### src/rtl/alu_pkg.sv
// Shared encodings for the accumulator: opcodes, FSM states and flag bit positions.
`default_nettype none

package alu_pkg;

   localparam logic [1:0] OP_LOAD = 2'b00;
   localparam logic [1:0] OP_ADD  = 2'b01;
   localparam logic [1:0] OP_SUB  = 2'b10;
   localparam logic [1:0] OP_CLR  = 2'b11;

   typedef enum logic [1:0] {
      S_IDLE = 2'b00,
      S_CALC = 2'b01,
      S_RESP = 2'b10
   } state_t;

   localparam int FLAG_N = 3;
   localparam int FLAG_Z = 2;
   localparam int FLAG_C = 1;
   localparam int FLAG_V = 0;

endpackage

`default_nettype wire

### src/rtl/addsub_flags.sv
// Combinational LOAD/ADD/SUB/CLR datapath producing the next accumulator value and {N,Z,C,V}.
// Optional SATURATE_EN clamps overflowing ADD/SUB results instead of wrapping.
`default_nettype none

module addsub_flags
   import alu_pkg::*;
#(
   parameter int WIDTH = 4
) (
   input  logic [WIDTH-1:0] acc,
   input  logic [WIDTH-1:0] b,
   input  logic [WIDTH-1:0] b_neg,
   input  logic [1:0]       op,
   output logic [WIDTH-1:0] res,
   output logic [3:0]       flags
);

   localparam int MSB = WIDTH - 1;

   logic [WIDTH:0]   sum;
   logic [WIDTH-1:0] raw;
   logic             carry;
   logic             ovf;

   always_comb begin
      sum   = '0;
      raw   = '0;
      carry = 1'b0;
      ovf   = 1'b0;
      case (op)
         OP_LOAD: raw = b;
         OP_ADD: begin
            sum   = {1'b0, acc} + {1'b0, b};
            raw   = sum[WIDTH-1:0];
            carry = sum[WIDTH];
            ovf   = (acc[MSB] == b[MSB]) && (raw[MSB] != acc[MSB]);
         end
         OP_SUB: begin
            sum   = {1'b0, acc} + {1'b0, b_neg};
            raw   = sum[WIDTH-1:0];
            carry = (acc < b);
            // Overflow judged against b itself so the most-negative operand is handled.
            ovf   = (acc[MSB] != b[MSB]) && (raw[MSB] != acc[MSB]);
         end
         default: raw = '0;
      endcase
   end

   always_comb begin
      res = raw;
`ifdef SATURATE_EN
      // On overflow the true result has the sign of acc, so clamp toward it.
      if (ovf) begin
         res = acc[MSB] ? {1'b1, {(WIDTH-1){1'b0}}} : {1'b0, {(WIDTH-1){1'b1}}};
      end
`endif
      flags         = '0;
      flags[FLAG_N] = res[MSB];
      flags[FLAG_Z] = (res == '0);
      flags[FLAG_C] = carry;
      flags[FLAG_V] = ovf;
   end

endmodule

`default_nettype wire

### src/rtl/four_bit_accumulator.sv
// Handshaked add/subtract accumulator: IDLE -> CALC -> RESP FSM, operand latch and result/flag registers.
// Build option: SATURATE_EN (clamp on signed overflow, handled in addsub_flags).
`default_nettype none

module four_bit_accumulator
   import alu_pkg::*;
#(
   parameter int WIDTH = 4
) (
   input  logic             clk,
   input  logic             rst_n,
   input  logic             in_valid,
   output logic             in_ready,
   input  logic [1:0]       op,
   input  logic [WIDTH-1:0] b,
   input  logic [WIDTH-1:0] b_neg,
   output logic             out_valid,
   input  logic             out_ready,
   output logic [WIDTH-1:0] result,
   output logic [3:0]       flags
);

   state_t           state_q, state_d;
   logic [1:0]       op_q, op_d;
   logic [WIDTH-1:0] b_q, b_d;
   logic [WIDTH-1:0] b_neg_q, b_neg_d;
   logic [WIDTH-1:0] acc_q, acc_d;
   logic [3:0]       flags_q, flags_d;
   logic             out_valid_q, out_valid_d;

   logic [WIDTH-1:0] alu_res;
   logic [3:0]       alu_flags;

   addsub_flags #(.WIDTH(WIDTH)) u_addsub_flags (
      .acc   (acc_q),
      .b     (b_q),
      .b_neg (b_neg_q),
      .op    (op_q),
      .res   (alu_res),
      .flags (alu_flags)
   );

   always_comb begin
      state_d     = state_q;
      op_d        = op_q;
      b_d         = b_q;
      b_neg_d     = b_neg_q;
      acc_d       = acc_q;
      flags_d     = flags_q;
      out_valid_d = out_valid_q;
      case (state_q)
         S_IDLE: begin
            if (in_valid) begin
               op_d    = op;
               b_d     = b;
               b_neg_d = b_neg;
               state_d = S_CALC;
            end
         end
         S_CALC: begin
            acc_d   = alu_res;
            flags_d = alu_flags;
            state_d = S_RESP;
         end
         S_RESP: begin
            // out_valid is registered, so it rises one edge after entering RESP.
            if (out_valid_q && out_ready) begin
               out_valid_d = 1'b0;
               state_d     = S_IDLE;
            end else begin
               out_valid_d = 1'b1;
            end
         end
         default: begin
            out_valid_d = 1'b0;
            state_d     = S_IDLE;
         end
      endcase
   end

   always_ff @(posedge clk or negedge rst_n) begin
      if (!rst_n) begin
         state_q     <= S_IDLE;
         op_q        <= OP_LOAD;
         b_q         <= '0;
         b_neg_q     <= '0;
         acc_q       <= '0;
         flags_q     <= '0;
         out_valid_q <= 1'b0;
      end else begin
         state_q     <= state_d;
         op_q        <= op_d;
         b_q         <= b_d;
         b_neg_q     <= b_neg_d;
         acc_q       <= acc_d;
         flags_q     <= flags_d;
         out_valid_q <= out_valid_d;
      end
   end

   assign in_ready  = (state_q == S_IDLE);
   assign out_valid = out_valid_q;
   assign result    = acc_q;
   assign flags     = flags_q;

endmodule

`default_nettype wire
### config.mk
export PLATFORM = sky130hd
export DESIGN_NAME = four_bit_accumulator
export DESIGN_NICKNAME = d
export VERILOG_FILES = /design/src/rtl/alu_pkg.sv /design/src/rtl/addsub_flags.sv /design/src/rtl/four_bit_accumulator.sv
export SDC_FILE = /design/constraint.sdc
export NUM_CORES = 1
export LEC_CHECK = 0
export CORE_AREA = 2 2 55 57
export DETAILED_ROUTE_END_ITERATION = 7
export DIE_AREA = 0 0 57 59
export GPL_TIMING_DRIVEN = 1
export PLACE_DENSITY = 0.75
export SLEW_MARGIN = 20
export SYNTH_ARGS = -nofsm -noshare
export SYNTH_HDL_FRONTEND = slang
export SYNTH_HIERARCHICAL = 1
export SYNTH_SLANG_ARGS = --single-unit
export TNS_END_PERCENT = 50
### constraint.sdc
create_clock -name clk -period 6.3 [get_ports clk]
set_input_delay 0.63 -clock clk [delete_from_list [all_inputs] [get_ports clk]]
set_output_delay 0.63 -clock clk [all_outputs]
set_load 0.01 [all_outputs]
-- Yosys cells after proc, flatten, opt, wreduce, memory -nomap -nowiden
Index checks and enable logic that the tools add are counted.
- reductions and logical operators: 9
- mux-type cells: 8
- magnitude comparators: 1
- eq/ne operators: 10
- add/subtract/negate cells: 2
- operators by type and width (kind ; count):
    $pmux 4 s3 ; 1
    $pmux 1 s2 ; 3
    $pmux 2 s3 ; 1
    $add 4x4->5 ; 1
    $add 4x4->4 ; 1
    $eq 2x1->1 const B ; 2
    $eq 2x2->1 const B ; 2
    $logic_not 2->1 ; 2
    $logic_not 4->1 ; 1
    $lt 4x4->1 ; 1
    $mux 2 ; 2
    $ne 2x2->1 const B ; 2
    $reduce_and 2->1 ; 2
    $logic_and 1x1->1 ; 3
    $ne 1x1->1 ; 3
    $reduce_or 2->1 ; 1
    $eq 1x1->1 ; 1
    $mux 1 ; 1
- bits of input ports: 14
- logic and storage cells: 37
- bits in registers: 21

-- Depth between registers and ports, before layout
Gate-level depths: netlist of run 1.
- depth after elaboration: 4
- depth in mapped cells: 10

-- Hierarchy
The synthesis of run 1 kept the hierarchy.
- modules (own cells, without submodules) (module ; cells each ; sequential area each (µm²) ; times used ; area each (µm²)):
    four_bit_accumulator ; 47 ; 525.5 ; 1 ; 799.5
    addsub_flags ; 68 ; 0.0 ; 1 ; 545.5

-- Least setup slack after synthesis of run 1
No wires, ideal clock.
- kind: register to register
- start point: register acc_q[0], in the netlist result[0]
- end point: register flags_q[2], in the netlist flags[2]
- path buffers: 0
- library setup time: 0.065 ns
- cell stages (with the launch flop): 9
- arrival time: 1.975 ns
- path slack: 4.261 ns
- period minus slack after synthesis: 2.039 ns
- path through: dfrtp_1 ha_1 inv_1 fa_1 inv_1 a222oi_1 a31oi_1 a211oi_1 mux2_2
- cells in the longest elaborated chain, start to end: 3
- elaborated cells on any way between the ends: 4
- those cells by class: add/sub (2); mux (1); reduce/logical (1)
- ends and longest elaborated chain (item ; RTL line ; source):
    start: declaration ; four_bit_accumulator.sv:27 ; logic [WIDTH-1:0] acc_q, acc_d;
    start signal: assignment ; four_bit_accumulator.sv:87 ; acc_q <= '0;
    start signal: assignment ; four_bit_accumulator.sv:95 ; acc_q <= acc_d;
    $add 4x4->4 or $add 4x4->5 (tied branches) ; addsub_flags.sv:39, addsub_flags.sv:33 ;
    $pmux 4 s3 (*) ; addsub_flags.sv:30 ; case (op)
    $logic_not 4->1 (*) ; addsub_flags.sv:59 ; flags[FLAG_Z] = (res == '0);
    named net alu_flags[2] ; four_bit_accumulator.sv:32 ; logic [3:0] alu_flags;
    end signal: assignment ; four_bit_accumulator.sv:96 ; flags_q <= flags_d;
    end: declaration ; four_bit_accumulator.sv:28 ; logic [3:0] flags_q, flags_d;
The timed path passes the listed nets; every way through them passes the cells marked *.
A chain may end at the register's enable or synchronous reset.

-- Worst setup path after layout of run 1
Same ends and word-level chain as after synthesis.

==> impl_summary.txt, run 1 <==
----------------------------------------------------
[Outcome]
  Run status ... complete, no violations

[Power and ir drop]
  Cell area power density ... 497.5 nW/um^2
  Max VDD drop ... 0.2894 mV
  Static power due to leakage ... 0.7368 nW

[Logic synthesis]
  Most used flip-flop cell after synthesis ... dfrtp_1
  Compound-gate portion of the synthesized area ... 10.23%
  Register area share after synthesis ... 39.07%
  Number of warnings printed during yosys synthesis ... 6
  Flip-flop and latch count after synthesis ... 21
  Post-synth EDFFs ... 0
  Simple-gate share of the synthesized area ... 7.628%
  Area share of fa/ha/maj cells after synthesis ... 16.93%
  Largest family of logic cells by synthesized area ... adder cells
  XOR/XNOR share of the synthesized area ... 3.256%
  Post-synthesis cell area ... 1345 sq um
  Async set-or-reset flop fraction in the synthesized netlist ... 100.0%
  Count of distinct cell types in the synthesized netlist ... 29
  Syn_area_per_cell ... 11.70 sq um
  Post-Synthesis Net Count ... 146
  Synthesized instance count ... 115
  Multiplexer fraction of the synthesized cell area ... 15.91%

[Cells and area]
  Final core utilization ... 58.73%
  Layout area overhead ... 18.33%
  Share of final-layout standard cells stronger than drive strength 1 ... 19.71%
  Filler cell count ... 236
  Area taken by multi-input logic gates ... 725.7 sq um
  Register area ... 525.5 sq um
  ANT cells ... 0
  Layout Nets ... 169

[Route]
  Initial detailed-routing violation count ... 33
  Number of design rule violations left after detail routing ... 0
  Drt via density ... 5.518
  Routed via count ... 927
  Routed Wire Length ... 2487 um
  Number of nets still failing antenna checks after routing ... 0
  Per-cell routed wire length ... 14.80 um
  First-pass detailed-route iteration total ... 4

[Placement]
  Buffers on Ports ... 23
  Placed wire-length estimate after detailed placement ... 1868 um
  Routability congestion estimate from global placement ... 0.8492

[Clock network]
  Number of buffers added for setup after CTS ... 0
  Clock tree from TritonCTS ... yes
  CTS root buf ... clkbuf_4
  Maximum level of the CTS H-tree ... 1
  Clock-pin slew on the worst setup and hold paths ... 120 ps
  Post-CTS Hold Fix Bufs ... 0
  Worst-case clock buffer depth ... 2
  Post_cts resized ... 0
  TritonCTS buffer count ... 3
  # clock sinks ... 21
  Insertion delay of the later-clocked pin in the worst-skew pair ... 300 ps

[Floorplanning]
  Initial standard-cell utilization of the core ... 49.63%
  Floorplan row count ... 19
  Ports ... 24
  Core Area ... 2710 sq um
  Total Die Area ... 3363 sq um
  Horizontal extent of the die ... 57 um
  Die height ... 59 um

[Worst setup path]
  Worst r2r path cells ... 8
  Reg2reg setup slack ... 4070 ps
  Launching instance or port of the critical path ... result[0]$_DFFE_PN0N_
  Endpoint arrival time on the critical path ... 2480 ps
  Sort of element at the start of the critical path ... register
  Worst reg2reg path endpoint ... flags[2]$_DFFE_PN0N_
  Required arrival time at the worst endpoint ... 6550 ps
  Critical path endpoint category ... register
  Crit-path max FO ... 5
  Critical path class ... register to register
  Startpoint of the lowest-slack register-to-register path ... result[0]$_DFFE_PN0N_
  Critical path endpoint ... flags[2]$_DFFE_PN0N_

[Timing]
  Slew Limit Headroom ... 41.45%
  Setup repair after global routing missed its margin ... false
  Peak clock frequency supported by timing ... 447.6 MHz
  Number of failing setup endpoints in the final timing report ... 0
  Final-report hold violation count ... 0
  Actual transition at the worst max-transition pin ... 874.4 ps
  Worst clock skew ... 6.534 ps
  Total Neg Setup Slack ... 0 ps
  Ratio of final minimum period to clock period ... 35.46%
  Period minus WS final ... 2234 ps
  Pins over their slew limit ... 0

[GRT]
  Initial antenna violation count ... 0
  First-pass GRT wire length ... 4347 um
  Vias in the first global route ... 972
  Leftover overflow at the end of global routing ... 0
  Global-route usage over all layers ... 16.68%
  Maximum number of pins on one net before global-route repair ... 22

[Hold path]
  Worst min path class ... input pin to asynchronous set/reset pin

[Run]
  Max Cap Violations ... 0

----------------------------------------------------
-- per-stage QoR --
| stage | hold slack (ps) | std cells | setup WS [ps] | power, mW | area [sq um] |
|---|---|---|---|---|---|
| floorplan | 334.4 | 115 | 4261 | 0.6111 | 1345 |
| global placement | 491.2 | 164 | 3972 | 0.7112 | 1569 |
| detailed placement | 502.0 | 164 | 3936 | 0.7289 | 1569 |
| CTS | 530.9 | 168 | 4042 | 0.7981 | 1597 |
| global route | 287.0 | 168 | 3951 | 0.8673 | 1592 |
| finish | 260.3 | 168 | 4066 | 0.7918 | 1592 |
-- cell type report --
class / instances / share of cell area, %
multi-input combinational: 76 / 45.60
sequential: 21 / 33.02
timing repair buffer: 23 / 14.15
inverter: 13 / 3.066
tap: 31 / 2.437
clock buffer: 3 / 1.415
clock inverter: 1 / 0.3145
-- worst max-delay path: stages (launching register included) --
cell	delay, ps
dfrtp_1	430
ha_1	190
inv_1	60
fa_1	470
inv_1	40
a222oi_1	440
a31oi_1	140
a211oi_1	240
mux2_2	190
-- synthesized netlist by cell type, types with 2 or more instances --
cell      count  area, sq um
a21oi_1       2        10.01
nor2_1        7        26.28
inv_1        13        48.80
dfrtp_1      21        525.5
xnor2_1       3        26.28
ha_1         15        187.7
nand3b_1      2        15.01
buf_4         3        22.52
a222oi_1      3        30.03
fa_1          2        40.04
buf_6         2        22.52
mux2_2       19        214.0
xor2_1        2        17.52
nor2b_1       4        25.02
a21boi_0      2        15.01
o21ai_0       2        10.01
-- worst min path at each step --
stage / start / to / slack (ps) / cells after the start
floorplan: rst_n / b_neg_q[0]$_DFFE_PN0P_ / 330 / 0
global placement: flags[3]$_DFFE_PN0N_ / flags[3]$_DFFE_PN0N_ / 490 / 1
detailed placement: flags[1]$_DFFE_PN0N_ / flags[1]$_DFFE_PN0N_ / 500 / 1
CTS: flags[1]$_DFFE_PN0N_ / flags[1]$_DFFE_PN0N_ / 530 / 1
global route: rst_n / b_q[2]$_DFFE_PN0P_ / 290 / 1
finish: rst_n / b_q[2]$_DFFE_PN0P_ / 260 / 1
-- report_power, final --
part | total, mW | switching (mW) | internal, mW
clock network | 0.0654 | 0.0417 | 0.0237
registers | 0.255 | 0.0598 | 0.196
logic | 0.471 | 0.221 | 0.250
total | 0.792 | 0.323 | 0.469
-- placed cells by master (no fill, tap or decap), types with 2 or more instances in the layout --
master            n
dfrtp_1          21
clkbuf_4          3
a222oi_1          3
inv_1            13
nor2_1            7
mux2_2           19
nor2b_1           4
o21ai_0           2
ha_1             15
clkdlybuf4s50_1  22
fa_1              2
nand3b_1          2
a21boi_0          2
a21oi_1           2
xnor2_1           3
xor2_1            2
-- registers in the layout, summed over array words and instances (netlist names) --
name and flops:
b_neg_q 4, b_q 4, flags 4, op_q 2, out_valid 1, result 4
state_q 2
-- kinds of logic after synthesis --
kind of cell	Yosys count
DFF	21
adders and majority gates	17
muxes	19
buffers and inverters	18
xor gates and xnor gates	5
AOI/OAI and AO/OA	17
and+or+nand+nor	18
-- metal layers --
layer,track usage (%),vias to the layer above,wire length (um)
li1,-,444,-
met1,20.56,460,1059
met2,29.89,21,1299
met3,2.402,2,112
met4,5.980,0,17
met5,0,-,0
No activity file was read; power rests on OpenSTA's default activity.
==> run 2, diff against run 1 <==
--- a/config.mk
+++ b/config.mk
@@ -5,11 +5,11 @@
 export SDC_FILE = /design/constraint.sdc
 export NUM_CORES = 1
 export LEC_CHECK = 0
-export CORE_AREA = 2 2 55 57
+export CORE_AREA = 2 2 57 59
 export DETAILED_ROUTE_END_ITERATION = 7
-export DIE_AREA = 0 0 57 59
+export DIE_AREA = 0 0 59 61
 export GPL_TIMING_DRIVEN = 1
-export PLACE_DENSITY = 0.75
+export PLACE_DENSITY = 0.73
 export SLEW_MARGIN = 20
 export SYNTH_ARGS = -nofsm -noshare
 export SYNTH_HDL_FRONTEND = slang
==> constraint.sdc (replaced) <==
create_clock -name clk -period 1.9 [get_ports clk]
set_input_delay 0.19 -clock clk [delete_from_list [all_inputs] [get_ports clk]]
set_output_delay 0.19 -clock clk [all_outputs]
set_load 0.01 [all_outputs]
==> impl_summary.txt, run 2 (synthesis gave the netlist of run 1 again) <==
----------------------------------------------------
[Outcome]
  Run status ... finished, violations left
  Violated checks ... negative setup slack

[Clock network]
  Post-CTS Hold Fix Bufs ... 0 (unchanged)
  # clock sinks ... 21 (unchanged)
  Insertion delay of the later-clocked pin in the worst-skew pair ... 310 ps (about the same)
  Clock-pin slew on the worst setup and hold paths ... 120 ps (about the same)
  Maximum level of the CTS H-tree ... 1 (unchanged)
  CTS root buf ... clkbuf_4
  Clock tree from TritonCTS ... yes
  Worst-case clock buffer depth ... 2 (unchanged)
  TritonCTS buffer count ... 3 (unchanged)

[Route]
  Number of nets still failing antenna checks after routing ... 0 (unchanged)
  Drt via density ... 5.455 (-1.1%)
  Routed Wire Length ... 2696 um (+8.4%)
  Initial detailed-routing violation count ... 32 (-3.0%)
  Number of design rule violations left after detail routing ... 0 (unchanged)
  First-pass detailed-route iteration total ... 4 (unchanged)
  Routed via count ... 971 (+4.7%)
  Per-cell routed wire length ... 15.15 um (+2.3%)

[GRT]
  Initial antenna violation count ... 0 (unchanged)
  Met3 Usage GRT ... 1.919% (-0.48 points)
  Vias in the first global route ... 1,046 (+7.6%)
  Met2 usage ... 34.13% (+4.2 points)
  Global-route usage over all layers ... 17.52% (+0.84 points)
  Met1 global-route usage ... 19.36% (-1.2 points)
  Maximum number of pins on one net before global-route repair ... 22 (unchanged)
  Most used routing layer in global routing ... met2
  Leftover overflow at the end of global routing ... 0 (unchanged)
  First-pass GRT wire length ... 4678 um (+7.6%)

[Worst setup path]
  Required arrival time at the worst endpoint ... 2150 ps (-4400 ps)
  Critical path endpoint category ... register
  Critical path buffer and inverter count ... 2 (unchanged)
  Sort of element at the start of the critical path ... register
  Critical path class ... register to register
  Reg2reg setup slack ... -170 ps (-4240 ps)
  Crit-path max FO ... 3 (-2)
  Slowest stage cell, crit path ... fa_1
  Longest individual stage delay on the worst path ... 490 ps (+20 ps)
  Endpoint arrival time on the critical path ... 2320 ps (-160 ps)
  Chain of cells forming the critical path ... ha_2 > inv_2 > fa_1 > inv_1 > a222oi_1 > a31oi_1 > a211oi_1 > mux2_2
  Kind of cell adding the most delay to the critical path ... adder cells

[Placement]
  Pre-CTS worst setup slack ... -198.9 ps (-4135 ps)
  Placed wire-length estimate after detailed placement ... 2059 um (+10%)
  Total cell area at the placement stage ... 1650 sq um (+5.2%)
  Routability congestion estimate from global placement ... 0.8286 (-2.4%)
  Buffers on Ports ... 23 (unchanged)

[Cells and area]
  Share of final-layout standard cells stronger than drive strength 1 ... 29.66% (+9.9 points)
  Final core utilization ... 57.58% (-1.1 points)
  ANT cells ... 0 (unchanged)
  Cell area after layout ... 1700 sq um (+6.8%)
  Leading cell types in the layout, fill and taps excluded ... clkdlybuf4s50_1 (23), dfrtp_1 (19), mux2_2 (18)
  Filler cell count ... 255 (+8.1%)
  Layout Nets ... 177 (+4.7%)
  Register area ... 528.0 sq um (+0.48%)
  Layout area overhead ... 26.42%
  Area taken by multi-input logic gates ... 765.7 sq um (+5.5%)
  Most common cell after layout, fill and taps aside ... clkdlybuf4s50_1

[Timing]
  Number of failing setup endpoints in the final timing report ... 5 (+5)
  Period minus WS final ... 2070 ps (-164.2 ps)
  Peak clock frequency supported by timing ... 483.1 MHz (+7.9%)
  Slew Limit Headroom ... 69.04% (+28 points)
  Actual transition at the worst max-transition pin ... 464.4 ps (-409.9 ps)
  Total Neg Setup Slack ... -414.4 ps (-414.4 ps)
  Ratio of final minimum period to clock period ... 108.9% (+73 points)
  Worst Setup Slack, final ... -170.0 ps (-4236 ps)
  Pins over their slew limit ... 0 (unchanged)
  Final-report hold violation count ... 0 (unchanged)
  Worst clock skew ... 6.153 ps (-0.3805 ps)
  Setup repair after global routing missed its margin ... true

[Hold path]
  Worst min path class ... input pin to asynchronous set/reset pin

[Floorplanning]
  Initial standard-cell utilization of the core ... 45.55% (-4.1 points)
  Die height ... 61 um (+3.4%)
  Floorplan row count ... 20 (+1)
  Total Die Area ... 3599 sq um (+7.0%)
  Core Area ... 2953 sq um (+9.0%)
  Horizontal extent of the die ... 59 um (+3.5%)
  Ports ... 24 (unchanged)

[Power and ir drop]
  Power, Total ... 2.852 mW (+260%)
  Static power due to leakage ... 0.7809 nW (+6.0%)
  Max VDD drop ... 0.7929 mV (+170%)
  Cell area power density ... 1677 nW/um^2 (+240%)

[Run]
  Max Cap Violations ... 0 (unchanged)

----------------------------------------------------
[run 2: path summary, 6_finish.rpt]
| kind | endpoint | cells past startpoint | from |
|---|---|---|---|
| worst max-delay path | flags[2]$_DFFE_PN0N_ | 8 | result[0]$_DFFE_PN0N_ |
| worst min-delay path | b_neg_q[3]$_DFFE_PN0P_ | 2 | rst_n |
| worst max register to register | flags[2]$_DFFE_PN0N_ | 8 | result[0]$_DFFE_PN0N_ |
| worst min register to register | flags[3]$_DFFE_PN0N_ | 1 | flags[3]$_DFFE_PN0N_ |
| max in group asynchronous | result[1]$_DFFE_PN0N_ | 2 | rst_n |
| min in group clk | b_neg_q[1]$_DFFE_PN0P_ | 2 | b_neg[1] |
[run 2: layout make-up]
type	count	share of cell area [%]
multi-input combinational	76	45.03
sequential	21	31.05
timing repair buffer	31	17.07
inverter	13	2.870
tap	33	2.428
clock buffer	4	1.545
[run 2: metal layers]
metal  vias to the layer above  routed length (um)
li1                        459                   -
met1                       489                1109
met2                        23                1487
met3                         0                  99
met4                         0                   0
met5                         -                   0
[run 2: timing repair]
| item | 4_1_cts | 5_1_grt |
|---|---|---|
| cloned | 0 | 0 |
| gates resized for setup | 1 | 5 |
| setup buffers | 1 | 0 |
| pin swaps | 1 | 2 |
| setup endpoints to repair | 5 | 7 |
[run 2: power by group]
part | leakage (nW) | internal [mW] | switching [mW]
combinational | 0.510 | 0.972 | 0.830
clock | 0.0150 | 0.0819 | 0.136
sequential | 0.255 | 0.652 | 0.179
[run 2: through the flow]
| step | hold slack [ps] | instances |
|---|---|---|
| global placement | 489.8 | 173 |
| global route | 243.9 | 178 |
| floorplan | -105.6 | 115 |
| CTS | 206.5 | 178 |
| finish | 214.0 | 178 |
| detailed placement | 499.0 | 173 |
==> run 3, diff against run 2 <==
--- a/config.mk
+++ b/config.mk
@@ -5,11 +5,11 @@
 export SDC_FILE = /design/constraint.sdc
 export NUM_CORES = 1
 export LEC_CHECK = 0
-export CORE_AREA = 2 2 57 59
+export CORE_AREA = 2 2 55 57
 export DETAILED_ROUTE_END_ITERATION = 7
-export DIE_AREA = 0 0 59 61
+export DIE_AREA = 0 0 57 59
 export GPL_TIMING_DRIVEN = 1
-export PLACE_DENSITY = 0.73
+export PLACE_DENSITY = 0.75
 export SLEW_MARGIN = 20
 export SYNTH_ARGS = -nofsm -noshare
 export SYNTH_HDL_FRONTEND = slang
==> constraint.sdc (replaced) <==
create_clock -name clk -period 2.55 [get_ports clk]
set_input_delay 0.255 -clock clk [delete_from_list [all_inputs] [get_ports clk]]
set_output_delay 0.255 -clock clk [all_outputs]
set_load 0.01 [all_outputs]
==> impl_summary.txt, run 3 (synthesis gave the netlist of run 1 again) <==
----------------------------------------------------
[Timing]
  Peak clock frequency supported by timing ... 451.4 MHz (-6.6%)
  Pins over their slew limit ... 0 (unchanged)
  Period minus WS final ... 2215 ps (+145.2 ps)
  Ratio of final minimum period to clock period ... 86.87% (-22 points)
  Final-report hold violation count ... 0 (unchanged)
  Actual transition at the worst max-transition pin ... 423.9 ps (-40.55 ps)
  Slew Limit Headroom ... 71.74% (+2.7 points)
  Worst clock skew ... 6.073 ps (-0.07980 ps)
  Total Neg Setup Slack ... 0 ps (+414.4 ps)
  Setup repair after global routing missed its margin ... false
  Number of failing setup endpoints in the final timing report ... 0 (-5)

[Worst setup path]
  Sort of element at the start of the critical path ... register
  Slowest stage cell, crit path ... dfrtp_1
  Endpoint arrival time on the critical path ... 2470 ps (+150 ps)
  Reg2reg setup slack ... 330 ps (+500 ps)
  Chain of cells forming the critical path ... inv_1 > ha_1 > nor3b_1 > nor3_1 > a221oi_2 > a31oi_1 > a211oi_1 > mux2_2
  Worst r2r path cells ... 8 (unchanged)
  Worst reg2reg path endpoint ... flags[2]$_DFFE_PN0N_
  Critical path endpoint category ... register
  Longest individual stage delay on the worst path ... 400 ps (-90 ps)
  Required arrival time at the worst endpoint ... 2810 ps (+660 ps)
  Startpoint of the lowest-slack register-to-register path ... b_q[2]$_DFFE_PN0P_
  Critical path class ... register to register
  Crit-path max FO ... 5 (+2)

[Clock network]
  Clock-pin slew on the worst setup and hold paths ... 120 ps (about the same)
  CTS root buf ... clkbuf_4
  Post_cts resized ... 0 (-1)
  Insertion delay of the later-clocked pin in the worst-skew pair ... 310 ps (about the same)
  TritonCTS buffer count ... 3 (unchanged)
  # clock sinks ... 21 (unchanged)
  Worst-case clock buffer depth ... 2 (unchanged)
  Post-CTS Hold Fix Bufs ... 0 (unchanged)
  Maximum level of the CTS H-tree ... 1 (unchanged)
  Number of buffers added for setup after CTS ... 0 (-1)
  Clock tree from TritonCTS ... yes

[GRT]
  Global-route usage over all layers ... 16.97% (-0.55 points)
  Vias in the first global route ... 973 (-7.0%)
  Leftover overflow at the end of global routing ... 0 (unchanged)
  Initial antenna violation count ... 0 (unchanged)
  Maximum number of pins on one net before global-route repair ... 22 (unchanged)
  First-pass GRT wire length ... 4340 um (-7.2%)

[Floorplanning]
  Floorplan row count ... 19 (-5.0%)
  Ports ... 24 (unchanged)
  Horizontal extent of the die ... 57 um (-3.4%)
  Core Area ... 2710 sq um (-8.2%)
  Initial standard-cell utilization of the core ... 49.63% (+4.1 points)
  Die height ... 59 um (-3.3%)
  Total Die Area ... 3363 sq um (-6.6%)

[Route]
  Routed via count ... 940 (-3.2%)
  Number of design rule violations left after detail routing ... 0 (unchanged)
  Routed Wire Length ... 2657 um (-1.4%)
  Initial detailed-routing violation count ... 38 (+19%)
  Per-cell routed wire length ... 15.63 um (+3.2%)
  First-pass detailed-route iteration total ... 4 (unchanged)
  Number of nets still failing antenna checks after routing ... 0 (unchanged)
  Drt via density ... 5.529 (+1.4%)

[Power and ir drop]
  Internal power component ... 1.166 mW (-32%)
  Combinational group share of total power ... 60.2% (-3.0 points)
  Cell area power density ... 1234 nW/um^2 (-26%)
  Portion of total power attributed to sequential cells ... 31.7% (+2.5 points)
  Static power due to leakage ... 0.7467 nW (-4.4%)
  Switching portion of total power ... 41.33% (+1.2 points)
  Switch Pwr ... 821.7 uW (-28%)
  Max VDD drop ... 0.8677 mV (+9.4%)
  Proportion of power drawn by the clock network ... 8.1% (+0.4 points)

[Cells and area]
  Register area ... 525.5 sq um (-0.47%)
  Most common cell after layout, fill and taps aside ... clkdlybuf4s50_1
  Layout Nets ... 171 (-3.4%)
  Final Non-Filler Cells ... 170 (-4.5%)
  Layout area overhead ... 19.81%
  Share of final-layout standard cells stronger than drive strength 1 ... 20.14% (-9.5 points)
  Leading cell types in the layout, fill and taps excluded ... clkdlybuf4s50_1 (23), dfrtp_1 (21), mux2_2 (19)
  Filler cell count ... 227 (-11%)
  Cell area after layout ... 1612 sq um (-5.2%)
  Area taken by multi-input logic gates ... 725.7 sq um (-5.2%)
  ANT cells ... 0 (unchanged)

[Placement]
  Routability congestion estimate from global placement ... 0.9181 (+11%)
  Instance count after placement with tap cells included ... 166 (-4.0%)
  Placed wire-length estimate after detailed placement ... 1928 um (-6.4%)
  Total cell area at the placement stage ... 1584 sq um (-4.0%)
  Buffers on Ports ... 23 (unchanged)

[Outcome]
  Run status ... complete, no violations

[Hold path]
  Worst min path class ... input pin to asynchronous set/reset pin

[Run]
  Max Cap Violations ... 0 (unchanged)

----------------------------------------------------
[run 3: changes by cell type in the layout (fill, tap and decap cells not counted), moves of 2 or more]
cell     before  now
dfrtp_1      19   21
buf_4         8    2
ha_1         13   15
dfrtp_2       2    0
inv_1        11   13
inv_2         2    0
[run 3: stage by stage]
step | power [mW] | util [%] | setup slack (ps) | hold WS [ps]
global route | 2.154 | 59.46 | 163.3 | 283.7
finish | 1.988 | 59.46 | 334.8 | 275.0
detailed placement | 1.813 | 58.45 | 384.6 | 505.3
floorplan | 1.510 | - | 510.8 | -40.59
CTS | 1.993 | 59.46 | 346.1 | 267.1
global placement | 1.766 | 58.45 | 439.7 | 490.4
[run 3: power by group through the flow]
stage / combinational [mW] / sequential (mW) / clock (mW)
finish: 1.20 / 0.631 / 0.160
global route: 1.31 / 0.660 / 0.182
CTS: 1.19 / 0.633 / 0.173
detailed placement: 1.17 / 0.641 / 0
global placement: 1.14 / 0.628 / 0
floorplan: 0.878 / 0.632 / 0
[run 3: worst max path at each step]
stage,from,depth (start not counted),slack (ps),to
2_1_floorplan,result[0]$_DFFE_PN0N_,8,510,flags[2]$_DFFE_PN0N_
3_3_place_gp,result[0]$_DFFE_PN0N_,8,440,flags[2]$_DFFE_PN0N_
3_5_place_dp,result[0]$_DFFE_PN0N_,8,380,flags[2]$_DFFE_PN0N_
4_1_cts,result[0]$_DFFE_PN0N_,8,350,flags[2]$_DFFE_PN0N_
5_1_grt,result[0]$_DFFE_PN0N_,8,160,flags[2]$_DFFE_PN0N_
6_report,b_q[2]$_DFFE_PN0P_,8,330,flags[2]$_DFFE_PN0N_
[run 3: worst max-delay path: cells and delay by family (launching register included)]
family / cells / cell delay, ps
AO/OA/AOI/OAI: 3 / 630
AND/OR/NAND/NOR: 2 / 540
flip-flops: 1 / 400
adder cells (fa/ha/maj): 1 / 360
multiplexers: 1 / 180
buffers and inverters: 1 / 60
[run 3: layout make-up]
class	instances	area share, %
multi-input combinational	76	45.03
clock inverter	1	0.3106
tap	31	2.407
sequential	21	32.61
timing repair buffer	25	15.22
clock buffer	3	1.398
inverter	13	3.028
[run 3: layer usage]
layer	vias up	share of wire (%)	GRT usage, %
met5	-	0	0
met2	37	49	29.06
li1	449	-	-
met3	14	5.1	2.402
met4	0	3.3	8.970
met1	440	43	20.87
